===== src/rtl/pcm_frame_unpacker_pkg.sv =====
// Shared definitions for the PCM frame unpacker: frame size, FSM encoding, midscale helper.
// State encodings live here so debug logic elsewhere can decode the FSM.
package pcm_frame_unpacker_pkg;

    localparam int PCM_FRAME_BYTES = 4;

    typedef enum logic [1:0] {
        ST_IDLE   = 2'd0,
        ST_REQ    = 2'd1,
        ST_WAIT   = 2'd2,
        ST_COMMIT = 2'd3
    } pcm_state_e;

    function automatic logic [31:0] pcm_midscale(input int bits);
        return 32'd1 << (bits - 1);
    endfunction

endpackage


===== src/rtl/pcm_frame_unpacker_if.sv =====
// FIFO-side handshake, DAC outputs and diagnostics of the PCM frame unpacker.
// slave = the unpacker itself, master = the FIFO/tick environment driving it.
interface pcm_frame_unpacker_if #(
    parameter int SAMPLE_BITS = 16,
    parameter int FILL_BITS   = 20,
    parameter int CNT_BITS    = 16
);
    logic                   sample_en;
    logic [FILL_BITS-1:0]   fifo_fill;
    logic                   fifo_rd_en;
    logic [7:0]             fifo_rd_data;
    logic                   fifo_completed;
    logic [SAMPLE_BITS-1:0] left_out;
    logic [SAMPLE_BITS-1:0] right_out;
    logic                   sample_valid;
    logic                   busy;
    logic [CNT_BITS-1:0]    underrun_cnt;
    logic [CNT_BITS-1:0]    late_cnt;

    modport master (
        output sample_en, fifo_fill, fifo_rd_data, fifo_completed,
        input  fifo_rd_en, left_out, right_out, sample_valid, busy, underrun_cnt, late_cnt
    );

    modport slave (
        input  sample_en, fifo_fill, fifo_rd_data, fifo_completed,
        output fifo_rd_en, left_out, right_out, sample_valid, busy, underrun_cnt, late_cnt
    );
endinterface


===== src/rtl/pcm_frame_unpacker_sat_counter.sv =====
// Saturating event counter; increments by one per cycle with inc high, sticks at all-ones.
// Single-cycle update, no backpressure.
module sat_counter #(
    parameter int BITS = 16
) (
    input  logic            inc,
    output logic [BITS-1:0] value,
    input  logic            clk,
    input  logic            reset
);
    logic [BITS-1:0] cnt_q, cnt_d;

    always_comb begin
        cnt_d = cnt_q;
        if (inc && (cnt_q != '1)) begin
            cnt_d = cnt_q + BITS'(1);
        end
    end

    always_ff @(posedge clk or posedge reset) begin
        if (reset) begin
            cnt_q <= '0;
        end else begin
            cnt_q <= cnt_d;
        end
    end

    assign value = cnt_q;
endmodule


===== src/rtl/pcm_frame_unpacker.sv =====
// Fetches one 4-byte stereo frame per sample tick (one outstanding byte request) and updates both DAC words atomically.
// Tick to sample_valid = 4*(1+Lmem)+2 cycles; ticks arriving mid-fetch are dropped and counted as late.
module pcm_frame_unpacker
    import pcm_frame_unpacker_pkg::*;
#(
    parameter int SAMPLE_BITS = 16,
    parameter int FILL_BITS   = 20,
    parameter int SIGNED_IN   = 0,
    parameter int CNT_BITS    = 16
) (
    input logic               clk,
    input logic               reset,
    pcm_frame_unpacker_if.slave bus
);
    localparam logic [SAMPLE_BITS-1:0] MIDSCALE  = SAMPLE_BITS'(pcm_midscale(SAMPLE_BITS));
    localparam logic [15:0]            SIGN_FLIP = (SIGNED_IN != 0) ? 16'h8000 : 16'h0000;

    pcm_state_e                          state_q, state_d;
    logic [1:0]                          idx_q, idx_d;
    logic [PCM_FRAME_BYTES-1:0][7:0]     stg_q, stg_d;
    logic [SAMPLE_BITS-1:0]              left_q, left_d, right_q, right_d;
    logic                                valid_q, valid_d;
    logic                                fill_ok, underrun_inc, late_inc;
    logic [15:0]                         word_l, word_r;

    assign fill_ok      = bus.fifo_fill >= FILL_BITS'(PCM_FRAME_BYTES);
    assign underrun_inc = bus.sample_en && (state_q == ST_IDLE) && !fill_ok;
    assign late_inc     = bus.sample_en && (state_q != ST_IDLE);

    // Staging order on the wire is L_hi, L_lo, R_hi, R_lo.
    assign word_l = {stg_q[0], stg_q[1]} ^ SIGN_FLIP;
    assign word_r = {stg_q[2], stg_q[3]} ^ SIGN_FLIP;

    always_comb begin
        state_d = state_q;
        idx_d   = idx_q;
        stg_d   = stg_q;
        left_d  = left_q;
        right_d = right_q;
        valid_d = 1'b0;
        case (state_q)
            ST_IDLE: begin
                if (bus.sample_en && fill_ok) begin
                    idx_d   = '0;
                    state_d = ST_REQ;
                end
            end
            ST_REQ: begin
                state_d = ST_WAIT;
            end
            ST_WAIT: begin
                if (bus.fifo_completed) begin
                    stg_d[idx_q] = bus.fifo_rd_data;
                    if (idx_q == 2'(PCM_FRAME_BYTES - 1)) begin
                        state_d = ST_COMMIT;
                    end else begin
                        idx_d   = idx_q + 2'd1;
                        state_d = ST_REQ;
                    end
                end
            end
            ST_COMMIT: begin
                left_d  = SAMPLE_BITS'(word_l);
                right_d = SAMPLE_BITS'(word_r);
                valid_d = 1'b1;
                state_d = ST_IDLE;
            end
            default: begin
                state_d = ST_IDLE;
            end
        endcase
    end

    always_ff @(posedge clk or posedge reset) begin
        if (reset) begin
            state_q <= ST_IDLE;
            idx_q   <= '0;
            stg_q   <= '0;
            left_q  <= MIDSCALE;
            right_q <= MIDSCALE;
            valid_q <= 1'b0;
        end else begin
            state_q <= state_d;
            idx_q   <= idx_d;
            stg_q   <= stg_d;
            left_q  <= left_d;
            right_q <= right_d;
            valid_q <= valid_d;
        end
    end

    assign bus.fifo_rd_en   = (state_q == ST_REQ);
    assign bus.busy         = (state_q != ST_IDLE);
    assign bus.left_out     = left_q;
    assign bus.right_out    = right_q;
    assign bus.sample_valid = valid_q;

    sat_counter #(.BITS(CNT_BITS)) u_underrun_cnt (
        .inc   (underrun_inc),
        .value (bus.underrun_cnt),
        .clk   (clk),
        .reset (reset)
    );

    sat_counter #(.BITS(CNT_BITS)) u_late_cnt (
        .inc   (late_inc),
        .value (bus.late_cnt),
        .clk   (clk),
        .reset (reset)
    );
endmodule


===== src/flat_wrapper.sv =====
// flat-port wrapper written by rule: the top's interface ports become plain ports
module pcm_frame_unpacker_flat import pcm_frame_unpacker_pkg::*;
#(
    parameter int SAMPLE_BITS = 16,
    parameter int FILL_BITS   = 20,
    parameter int SIGNED_IN   = 0,
    parameter int CNT_BITS    = 16
)
  (clk, reset, bus_sample_en, bus_fifo_fill, bus_fifo_rd_data, bus_fifo_completed, bus_fifo_rd_en, bus_left_out, bus_right_out, bus_sample_valid, bus_busy, bus_underrun_cnt, bus_late_cnt);
  pcm_frame_unpacker_if #(.SAMPLE_BITS(SAMPLE_BITS), .FILL_BITS(FILL_BITS), .CNT_BITS(CNT_BITS)) bus_i ();
  input logic clk;
  input logic reset;
  input wire logic [$bits(bus_i.sample_en)-1:0] bus_sample_en;
  input wire logic [$bits(bus_i.fifo_fill)-1:0] bus_fifo_fill;
  input wire logic [$bits(bus_i.fifo_rd_data)-1:0] bus_fifo_rd_data;
  input wire logic [$bits(bus_i.fifo_completed)-1:0] bus_fifo_completed;
  output wire logic [$bits(bus_i.fifo_rd_en)-1:0] bus_fifo_rd_en;
  output wire logic [$bits(bus_i.left_out)-1:0] bus_left_out;
  output wire logic [$bits(bus_i.right_out)-1:0] bus_right_out;
  output wire logic [$bits(bus_i.sample_valid)-1:0] bus_sample_valid;
  output wire logic [$bits(bus_i.busy)-1:0] bus_busy;
  output wire logic [$bits(bus_i.underrun_cnt)-1:0] bus_underrun_cnt;
  output wire logic [$bits(bus_i.late_cnt)-1:0] bus_late_cnt;
  assign bus_i.sample_en = bus_sample_en;
  assign bus_i.fifo_fill = bus_fifo_fill;
  assign bus_i.fifo_rd_data = bus_fifo_rd_data;
  assign bus_i.fifo_completed = bus_fifo_completed;
  assign bus_fifo_rd_en = bus_i.fifo_rd_en;
  assign bus_left_out = bus_i.left_out;
  assign bus_right_out = bus_i.right_out;
  assign bus_sample_valid = bus_i.sample_valid;
  assign bus_busy = bus_i.busy;
  assign bus_underrun_cnt = bus_i.underrun_cnt;
  assign bus_late_cnt = bus_i.late_cnt;
  pcm_frame_unpacker #(.SAMPLE_BITS(SAMPLE_BITS), .FILL_BITS(FILL_BITS), .SIGNED_IN(SIGNED_IN), .CNT_BITS(CNT_BITS)) u_core (.clk(clk), .reset(reset), .bus(bus_i));
endmodule

===== config.mk =====
export PLATFORM = sky130hd
export DESIGN_NAME = pcm_frame_unpacker_flat
export DESIGN_NICKNAME = d
export VERILOG_FILES = /design/src/rtl/pcm_frame_unpacker_pkg.sv /design/src/rtl/pcm_frame_unpacker_if.sv /design/src/rtl/pcm_frame_unpacker_sat_counter.sv /design/src/rtl/pcm_frame_unpacker.sv /design/src/flat_wrapper.sv
export SDC_FILE = /design/constraint.sdc
export NUM_CORES = 1
export LEC_CHECK = 0
export BUFFER_PORTS_ARGS = -buffer_cell sky130_fd_sc_hd__buf_2
export CAP_MARGIN = 20
export CORE_ASPECT_RATIO = 0.9
export CORE_UTILIZATION = 54
export CTS_CLUSTER_DIAMETER = 100
export DETAILED_ROUTE_END_ITERATION = 7
export GPL_TIMING_DRIVEN = 0
export PLACE_DENSITY = 0.8
export SLEW_MARGIN = 0
export SYNTH_ARGS = -nofsm -noshare
export SYNTH_HDL_FRONTEND = slang
export SYNTH_HIERARCHICAL = 1
export SYNTH_SLANG_ARGS = --single-unit

===== constraint.sdc =====
create_clock -name clk -period 2.5 [get_ports clk]
set_clock_uncertainty 0.2 [all_clocks]
set_input_delay 0.125 -clock clk [delete_from_list [all_inputs] [get_ports clk]]
set_output_delay 0.125 -clock clk [all_outputs]
set_load 0.005 [all_outputs]

==> results of run 1 <==
## metal layers
layer	share of wire, %	track usage (%)	vias to the layer above
li1	-	-	1391
met1	45	27.37	1421
met2	50	35.60	65
met3	3.4	5.136	10
met4	1.3	6.106	0
met5	0	0	-
## per-stage QoR
step                hold WS (ns)  TNS (ns)  util [%]
floorplan                -0.1613         0         -
global placement         0.05094    -23.31     64.57
detailed placement       0.06252  -0.06689     64.83
CTS                     0.008518         0     68.98
global route             0.02067         0     69.01
finish                   0.02901         0     69.01
## registers in the layout, summed over array words and instances, names as in the netlist
name	flops
u_core/idx_q	2
u_core/bus.sample_valid	1
u_core/stg_q	32
u_core/bus.left_out	16
u_core/state_q	2
u_core/u_late_cnt/value	16
u_core/u_underrun_cnt/value	16
u_core/bus.right_out	16
## logic make-up (layout without fill, tap and decap cells)
family / Yosys count / in the layout / share of synthesized area (%)
compound gates: 12 / 12 / 2.177
xor+xnor: 22 / 22 / 4.411
fa+ha+maj: 6 / 6 / 1.719
buf+inv: 11 / 137 / 1.031
flops: 101 / 101 / 57.92
mux: 70 / 70 / 17.99
simple gates: 97 / 97 / 14.75
## final cells by class
cell class	count	share of cell area (%)
Clock buffer	9	2.333
Inverter	8	0.5655
Buffer	3	0.2828
Sequential cell	101	47.64
Timing Repair Buffer	110	11.88
Multi-Input combinational cell	207	33.81
Clock inverter	7	1.225
Tap cell	96	2.262
## cell usage after synthesis, drive strengths merged, types with 2 or more instances
master / instances
xnor2: 22
nor2b: 2
nor2: 12
nand3: 14
nor4: 5
ha: 6
inv: 8
and4: 8
buf: 3
dfrtp: 99
and3: 11
nand4: 14
mux2: 68
a21oi: 6
nand2: 23
and2: 2
nand2b: 3
o21a: 2
mux2i: 2
dfstp: 2
## layout by cell type (no fill, tap or decap), types with 3 or more instances in the layout
cell type	Yosys	final
nand2_2	6	6
ha_1	6	6
clkbuf_8	0	9
and4_1	6	6
mux2_2	68	68
dfrtp_1	99	99
xnor2_1	22	22
inv_1	8	7
nor2_1	11	10
dlygate4sd3_1	0	13
nand2_1	17	17
a21oi_1	5	5
nor4_1	3	3
nand3_1	14	14
nand4_1	10	10
buf_2	3	99
and3_1	9	9
## worst min path at each step
stage	from	endpoint	slack, ns	depth (start not counted)
after floorplan	reset	u_core/u_late_cnt/value[0]	-0.16	1
after global placement	reset	u_core/u_late_cnt/value[1]	0.05	2
after detailed placement	reset	u_core/u_late_cnt/value[1]	0.06	2
after CTS	bus_sample_en	u_core/idx_q[0]	0.009	4
after global routing	bus_sample_en	u_core/u_underrun_cnt/value[0]	0.02	5
final	bus_sample_en	u_core/u_underrun_cnt/value[0]	0.03	5
## where the power goes
| part | internal (mW) | switching (mW) |
|---|---|---|
| logic | 0.789 | 0.560 |
| clock network | 0.387 | 0.596 |
| registers | 2.19 | 0.314 |
## worst min-delay path, delay by kind of cell
kind                   cells  cell delay [ns]
XOR/XNOR                   1             0.06
buffers and inverters      1             0.11
AND/OR/NAND/NOR            3             0.27
## timing repair
item                                    4_1_cts  5_1_grt
hold endpoints to repair                    100        0
resized for setup                             0        1
buffers inserted                              0        0
endpoints found under the setup margin        0        1
hold buffers                                 13        0
==> results.ini, run 1 <==
[floorplanning]
core_um2 = 7695
initial_core_util_pct = 56.76
pin_count = 99
die_w_um = 96.80
rows = 30
fp.dieH_um = 87.32
dieArea_um2 = 8453

[critical_path]
cp_max_fo = 6
path_cells = nor2_1, nand2_1, nor2_2, and4_1, nand3_1, nor2_1, mux2_2
max_stage_delay_ns = 0.45
r2r_slack_ns = 0.21
critPathBufInv = 0
cp_slowest_cell = dfrtp_1
end_kind = flip-flop
cp-endpoint = u_core/u_underrun_cnt/value[14]
r2r_cells = 7
worstSetupStartpoint = u_core/state_q[1]
cp_data_required_time_ns = 2.54
crit_family = simple AND/OR/NAND/NOR gates
worstSetupStartpointType = flip-flop
path_common_cell = nor2_1
criticalPathCategory = reg -> reg
reg2reg_to = u_core/u_underrun_cnt/value[14]
worstReg2RegStart = u_core/state_q[1]
path_depth = 7
arrival_ns = 2.34

[layout]
post-route-cell-area_um2 = 5310
multi_input_area_um2 = 1795
diodes = 0
area_growth_pct = 21.57
drive_gt1_share_pct = 47.42
n_fill_cell = 569
fin_nets = 478
regArea_um2 = 2530
instances_no_fill = 541

[sta]
setup_violations = 0
tightest_slew_ns = 0.6764
fmax_mhz = 435.9
setup_slack_ns = 0.2058
rsz0062_at_grt = false
finalMaxSlewViolations = 0
max_slew_margin_pct = 54.84
period_needed_ns = 2.294
hold_viol_final = 0
period_share_pct = 91.77

[job]
max_cap_violations = 0

[power_and_ir_drop]
leakagePower_nw = 2.714
powerDensity_nw_per_um2 = 909.9
p_total_mw = 4.832
ir_drop_v = 0.0004460

[yosys]
synthFlopType = dfrtp_1
yosysSeqAreaShare_pct = 57.92
yosys.area.top_type = dfrtp_1
netlist_area_um2 = 4368
synth_top_area_share_pct = 56.72
yosysWarnings = 6
ys_types = 36
synth_fp_nets = 357
synth_seq_cells = 101
synth_edf_count = 0
syn-instance-count = 319
async_reset_ff_share_pct = 100.0
avgSynthCellArea_um2 = 13.69
synthTopCellsByArea = dfrtp_1 57%, mux2_2 18%, xnor2_1 4.4%, ha_1 1.7%, nand3_1 1.6%

[cts]
cts.htree.levels = 3
cts_tree = built
clock_latency_ns = 0.36
cts_buffers = 9
clkSinkCount = 101
cts-root-buf = clkbuf_8
cts.path.max_buffers = 2
cts.clk_slew.worst_paths_ns = 0.11

[run_status]
status = complete, no violations

[route]
drc_errors = 0
postRouteAntennaNets = 0
avgViaCountPerCell = 5.336
vias = 2887
first_iter_violations = 42
firstDrtPassIters = 4
routed_wl_mm = 8.310
wl_per_cell_um = 15.36

[global_route]
grt_overflow = 0
grt_max_degree = 38
grt_pass1_wl_mm = 13.89
grt_use_total_pct = 21.10
grt_pass1_vias = 2882
antenna_found_initial = 0

[place]
dp.cells = 512
place_congestion = 0.7910
placed_cell_area_um2 = 4989
preCtsSetupSlack_ns = -0.06689
hpwl_mm = 5.922
port_buffers = 96

[hold_path]
min_path_type = in -> reg

Note: power is estimated with default switching activity, not from simulation.
==> inputs of run 2 (changes only) <==
Settings changed: CORE_UTILIZATION 54 to 47, PLACE_DENSITY 0.8 to 0.71.
==> results.ini, run 2 (synthesis gave the netlist of run 1 again) <==
[run_status]
status = complete, no violations

[sta]
hold_viol_final = 0
setup_tns_ns = 0
period_share_pct = 92.47
period_needed_ns = 2.312
max_slew_margin_pct = 44.79
tightest_slew_ns = 0.8281
setup_violations = 0
rsz0062_at_grt = false
fmax_mhz = 432.6
setup_slack_ns = 0.1881
finalMaxSlewViolations = 0

[critical_path]
worstReg2RegStart = u_core/state_q[1]
criticalPathCategory = reg -> reg
r2r_slack_ns = 0.19
reg2reg_to = u_core/u_underrun_cnt/value[14]
crit_family = simple AND/OR/NAND/NOR gates
path_cells = nor2_1, nand2_1, nor2_2, and4_1, nand3_1, nor2_1, mux2_2
worstSetupStartpoint = u_core/state_q[1]
critPathBufInv = 0
cp_data_required_time_ns = 2.54
cp_max_fo = 6
max_stage_delay_ns = 0.44
worstSetupStartpointType = flip-flop
r2r_cells = 7
path_common_cell = nor2_1
arrival_ns = 2.36
cp_slowest_cell = dfrtp_1
end_kind = flip-flop

[cts]
cts_buffers = 9
cts.htree.levels = 3
clock_latency_ns = 0.36
cts.path.max_buffers = 2
cts_setup_buffers = 0
cts_tree = built
clkSinkCount = 101
cts.clk_slew.worst_paths_ns = 0.09
cts-root-buf = clkbuf_8

[floorplanning]
rows = 32
dieArea_um2 = 9683
initial_core_util_pct = 49.59
die_w_um = 103.6
core_um2 = 8808
fp.dieH_um = 93.46
pin_count = 99

[route]
drc_errors = 0
avgViaCountPerCell = 5.114
wl_per_cell_um = 14.61
routed_wl_mm = 8.180
first_iter_violations = 30
postRouteAntennaNets = 0
vias = 2864
firstDrtPassIters = 4

[place]
port_buffers = 96
preCtsSetupSlack_ns = -0.1259
placed_cell_area_um2 = 5000
hpwl_mm = 5.851
place_congestion = 0.7781

[layout]
fin_nets = 474
area_growth_pct = 21.00
fin_util_pct = 60.00
top_register = u_core/stg_q
mostFrequentLayoutCells = 99 x buf_2, 99 x dfrtp_1, 68 x mux2_2
diodes = 0
n_fill_cell = 730
drive_gt1_share_pct = 47.62
largest_reg_flops = 32
post-route-cell-area_um2 = 5285

[global_route]
grt_max_degree = 70
grt_overflow = 0
grt_pass1_wl_mm = 13.74
grt_use_total_pct = 18.15
grt_pass1_vias = 2775
antenna_found_initial = 0

[hold_path]
holdPathStages = 6
hold_start = bus_fifo_fill[19]
min_path_type = in -> reg
whs_endpoint = u_core/u_underrun_cnt/value[0]

[power_and_ir_drop]
leakagePower_nw = 2.687
ir_drop_v = 0.0003654
powerDensity_nw_per_um2 = 904.3
p_total_mw = 4.779

[job]
max_cap_violations = 0

[run 2: cell count changes in the layout (fill, tap and decap cells not counted), sizes merged]
cell         delta
buf             -1
clkinv          +2
dlygate4sd3     -3
inv             -2
[run 2: how the worst max path moves through the flow]
stage / to / cells after the start
finish: u_core/u_underrun_cnt/value[14] / 7
global route: u_core/u_underrun_cnt/value[14] / 7
CTS: u_core/u_underrun_cnt/value[14] / 7
detailed placement: u_core/u_underrun_cnt/value[14] / 9
global placement: u_core/bus.left_out[9] / 2
floorplan: u_core/u_underrun_cnt/value[14] / 8
[run 2: through the flow]
| step | hold slack, ns | cells |
|---|---|---|
| global placement | 0.05378 | 534 |
| global route | 0.02926 | 560 |
| detailed placement | 0.08365 | 534 |
| CTS | 0.007542 | 560 |
| floorplan | -0.1613 | 319 |
| finish | 0.02384 | 560 |
[run 2: repair_timing]
action | in CTS | in global routing
resized for setup | 0 | 1
hold endpoints to repair | 133 | 0
hold buffers | 10 | 0
setup endpoints to repair | 0 | 1
[run 2: power breakdown]
part / switching, mW / leakage (nW) / internal (mW)
registers: 0.319 / 1.32 / 2.19
clock network: 0.563 / 0.0917 / 0.376
logic: 0.551 / 1.27 / 0.784
[run 2: worst min-delay path, cell delays in order]
cell and delay (ns):
buf_2 0.10, nor3_4 0.04, nand2_1 0.07, nor2_2 0.07
nand2_2 0.08, xnor2_1 0.06
[run 2: layout make-up]
| type | instances | area (um2) | area share, % |
|---|---|---|---|
| repair buffers | 106 | 580.6 | 10.98 |
| flip-flops and latches | 101 | 2530 | 47.87 |
| clock buffers | 9 | 123.9 | 2.344 |
| inverters | 8 | 32.53 | 0.6155 |
| clock inverters | 7 | 58.81 | 1.113 |
| plain buffers | 3 | 15.01 | 0.2841 |
| well taps | 119 | 148.9 | 2.817 |
| multi-input cells | 207 | 1795 | 33.97 |
[run 2: routing by layer]
metal  global-route usage [%]  up-vias  share of wire, %
met5                        0        -                 0
met4                    6.522        0               1.2
met3                    4.251       12               4.0
met2                    29.36       63                48
met1                    24.04     1409                47
li1                         -     1380                 -
